<file path="src/rtl/prime_test_divrem.sv">
// divrem: iterative restoring divider, one quotient bit per cycle.
// ready drops the cycle after an accepted go and rises again with quot/rem/error
// valid; those results hold until the next accepted go. den==0 flags error.
module divrem #(
  parameter int WIDTH = 16
) (
  input  logic             clk,
  input  logic             rst,
  input  logic             go,
  input  logic [WIDTH-1:0] num,
  input  logic [WIDTH-1:0] den,
  output logic             ready,
  output logic [WIDTH-1:0] quot,
  output logic [WIDTH-1:0] rem,
  output logic             error
);

  localparam int CW = $clog2(WIDTH + 1);

  logic [CW-1:0]    cnt;
  logic [WIDTH-1:0] den_r;
  logic [WIDTH:0]   r_sh;
  logic [WIDTH-1:0] r_sub;
  logic             fits;

  // Shift the next dividend bit into the partial remainder and trial-subtract.
  always_comb begin
    r_sh  = {rem, quot[WIDTH-1]};
    fits  = (r_sh >= {1'b0, den_r});
    r_sub = r_sh[WIDTH-1:0] - den_r;
  end

  // Accept a new operation when idle, otherwise run one restoring step per cycle.
  always_ff @(posedge clk or posedge rst) begin
    if (rst) begin
      ready <= 1'b1;
      quot  <= '0;
      rem   <= '0;
      error <= 1'b0;
      den_r <= '0;
      cnt   <= '0;
    end else if (ready) begin
      if (go) begin
        ready <= 1'b0;
        quot  <= num;
        rem   <= '0;
        den_r <= den;
        error <= (den == '0);
        cnt   <= CW'(WIDTH);
      end
    end else begin
      quot <= {quot[WIDTH-2:0], fits};
      rem  <= fits ? r_sub : r_sh[WIDTH-1:0];
      cnt  <= cnt - CW'(1);
      if (cnt == CW'(1)) begin
        ready <= 1'b1;
      end
    end
  end

endmodule

</file>
<file path="config.mk">
export PLATFORM = sky130hd
export DESIGN_NAME = divrem
export DESIGN_NICKNAME = d
export VERILOG_FILES = /design/src/rtl/prime_test_divrem.sv
export SDC_FILE = /design/constraint.sdc
export NUM_CORES = 1
export LEC_CHECK = 0
export CAP_MARGIN = 20
export CELL_PAD_IN_SITES_DETAIL_PLACEMENT = 0
export CELL_PAD_IN_SITES_GLOBAL_PLACEMENT = 1
export CORE_MARGIN = 4
export CORE_UTILIZATION = 35
export CTS_CLUSTER_SIZE = 12
export DETAILED_ROUTE_END_ITERATION = 10
export PLACE_DENSITY = 0.83
export SLEW_MARGIN = 20
export SYNTH_ARGS = -nofsm -noshare
export SYNTH_HDL_FRONTEND = slang
export SYNTH_SLANG_ARGS = --single-unit
</file>
<file path="constraint.sdc">
create_clock -name clk -period 2.2 [get_ports clk]
set_input_delay 0.22 -clock clk [delete_from_list [all_inputs] [get_ports clk]]
set_output_delay 0.22 -clock clk [all_outputs]
set_load 0.02 [all_outputs]
</file>
==> impl_metrics.csv <==
group,metric,value,unit
sta,fin_crit_sh,0.986,
job,drv_cap,0,
place,dp_hpwl,6.55,mm
clock_network,hold_buffers,0,
logic_synthesis,ys_seq_elements,55,
sta,maxSlewViolCount,0,
grt,grt_pass1_vias,2958,
status,outcome,"complete, no violations",
cells_and_area,fin_nets,503,
power,powerDensity,1980,nW/um2
clock_network,cts_buffers,5,
power,power.leakage,0.00197,uW
die,start_util,0.357,
worst_setup_path,cp_max_fo,3,
cells_and_area,multi_input_area,1830,um2
grt,grt_overflow_total,0,
place,port_buffers,68,
logic_synthesis,post_synth_inst_count,360,
die,die_h,105,um
sta,skew,9.99,ps
place,gp_congestion,0.959,
worst_setup_path,r2r_cells,8,
worst_setup_path,required,2410,ps
sta,rsz0062_at_grt,"yes",
clock_network,clk_pin_slew,110,ps
logic_synthesis,syn-num-nets,414,
cells_and_area,fillers,876,
worst_setup_path,cp.arrival,2380,ps
sta,hold_viol,0,
sta,final-setup-viol-count,0,
clock_network,clkSinkCount,55,
clock_network,htreeDepth,2,
power,fin_total_pwr,8880,uW
grt,grt_max_degree,56,
logic_synthesis,synth_edf_count,0,
grt,antenna_found_initial,0,
logic_synthesis,ys.flop_type,"dfrtp_1",
logic_synthesis,ys_types,45,
clock_network,clk_path_buf_depth,2,
clock_network,clk-insertion-delay-late,320,ps
sta,period_needed,2170,ps
routing,vias,2909,
logic_synthesis,synth_seq_area_share,0.420,
logic_synthesis,synthArstFlopShare,1.00,
die,core-area,9200,um2
die,io_pins,69,
routing,drc,0,
logic_synthesis,synth_area,3280,um2
routing,firstDrtPassIters,4,
sta,relSlewSlack,0.614,
routing,viasPerCell,5.19,
min_path,hold_class,"input pin to async pin",
worst_setup_path,cp-end-kind,"register",
cells_and_area,ff_latch_area,1380,um2
routing,ant_nets,0,
grt,grtUsageTotal,0.160,
routing,totalWireLength,8.71,mm
die,die_area,11000,um2
logic_synthesis,yosys_warnings,0,
cells_and_area,n_antenna_cell,0,
worst_setup_path,cp-start-kind,"register",
cells_and_area,syn2layout_area_growth,36.4,%
die,dieWidth,105,um
sta,fin_setup_tns,0,ps
clock_network,cts_tree,"built",
logic_synthesis,avgSynthCellArea,9.12,um2
sta,max_clock_freq,461,MHz
power,max-vdd-ir-drop,0.623,mV
cells_and_area,drive_gt1_frac,0.167,
grt,grt_first_pass_wirelength,14.5,mm
sta,tightest_slew,573,ps
worst_setup_path,path_class,"register to register",
die,rows,35,
routing,wl_per_cell,15.5,um
clock_network,root_buffer,"clkbuf_8",
routing,drtIter0Drc,94,
-- worst max-delay path, stage by stage (launching register included) --
cell,delay [ps]
dfrtp_1,410
ha_1,320
o211ai_1,210
a21oi_2,90
or3b_2,500
a21oi_2,190
a21oi_1,100
xnor2_1,160
o21ai_1,80
-- layout make-up --
cell class,instances,area share
multi-input combinational,263,0.409
sequential,55,0.308
timing repair buffer,99,0.209
tap,111,0.0310
inverter,25,0.0209
clock buffer,5,0.0154
clock inverter,3,0.00615
-- where the power goes --
| group | leakage, uW | total [uW] | internal, uW | switching [uW] |
|---|---|---|---|---|
| sequential | 0.000638 | 1980 | 1560 | 417 |
| combinational | 0.00129 | 6290 | 3030 | 3260 |
| clock | 0.0000463 | 620 | 235 | 385 |
-- worst paths after layout --
kind	startpoint	end	slack (ps)
worst max-delay path	rem[1]$_DFFE_PP0P_	rem[15]$_DFFE_PP0P_	30
worst min-delay path	rst	rem[4]$_DFFE_PP0P_	260
worst max register to register	rem[1]$_DFFE_PP0P_	rem[15]$_DFFE_PP0P_	30
worst min register to register	error$_DFFE_PP0P_	error$_DFFE_PP0P_	490
max in group asynchronous	rst	ready$_DFF_PP1_	1650
min in group clk	error$_DFFE_PP0P_	error$_DFFE_PP0P_	490
-- state kept, by name, indices dropped and copies added, names as in the netlist --
register and count:
cnt 5, ready 1, error 1, rem 16, den_r 16, quot 16
-- per-layer routing --
layer	share of wire	GRT usage	vias up
met1	0.45	0.200	1387
met4	0.0092	0.0356	0
li1	-	-	1440
met3	0.065	0.0525	8
met2	0.48	0.270	74
met5	0	0	-
-- synthesized netlist by cell type, drive strengths merged, types with 3 or more instances --
master	n	area, um2
a21oi	78	394
dfrtp	54	1350
nand2	31	119
nor2	29	109
inv	24	90.1
ha	18	225
mux2i	17	170
mux2	16	180
o21ai	13	65.1
clkbuf	10	38.8
xnor2	10	87.6
buf	7	50.1
nand2b	6	37.5
nand3	6	30.0
nand4	5	31.3
a21o	4	30.0
nor4	4	25.0
xor2	4	35.0
o211ai	3	22.5
-- cells in the final DEF, fill, tap and decap left out, drive strengths merged, types with 2 or more instances in the layout --
cell type,instances
a21oi,78
clkdlybuf4s50,68
dfrtp,54
nand2,31
buf,31
nor2,29
inv,25
ha,18
mux2i,17
mux2,16
o21ai,13
xnor2,10
nand3,6
nand2b,6
nand4,5
clkbuf,5
a21o,4
xor2,4
nor4,4
o211ai,3
a22o,2
a31oi,2
nor3,2
clkinv,2
-- what timing repair did --
item | 4_1_cts | 5_1_grt
buffers inserted | 0 | 1
resized for setup | 4 | 16
gates cloned | 0 | 0
setup endpoints to repair | 5 | 14
pin swaps | 0 | 3
-- logic make-up after synthesis --
logic type      synth area share
compound gates             0.187
xor+xnor                  0.0373
fa+ha+maj                 0.0747
buf+inv                   0.0556
flops                      0.420
mux                        0.107
simple gates               0.119
-- stage by stage --
| stage | std cells | worst slack, ps | hold WS, ps | util | area [um2] |
|---|---|---|---|---|---|
| global route | 561 | -63.8 | 269 | 0.487 | 4480 |
| detailed placement | 552 | -11.8 | 475 | 0.464 | 4260 |
| global placement | 552 | 53.6 | 463 | 0.464 | 4260 |
| finish | 561 | 31.8 | 258 | 0.487 | 4480 |
| CTS | 560 | 7.42 | 264 | 0.477 | 4380 |
| floorplan | 360 | 9.99 | 371 | - | 3280 |
No activity file was read; power rests on OpenSTA's default activity.
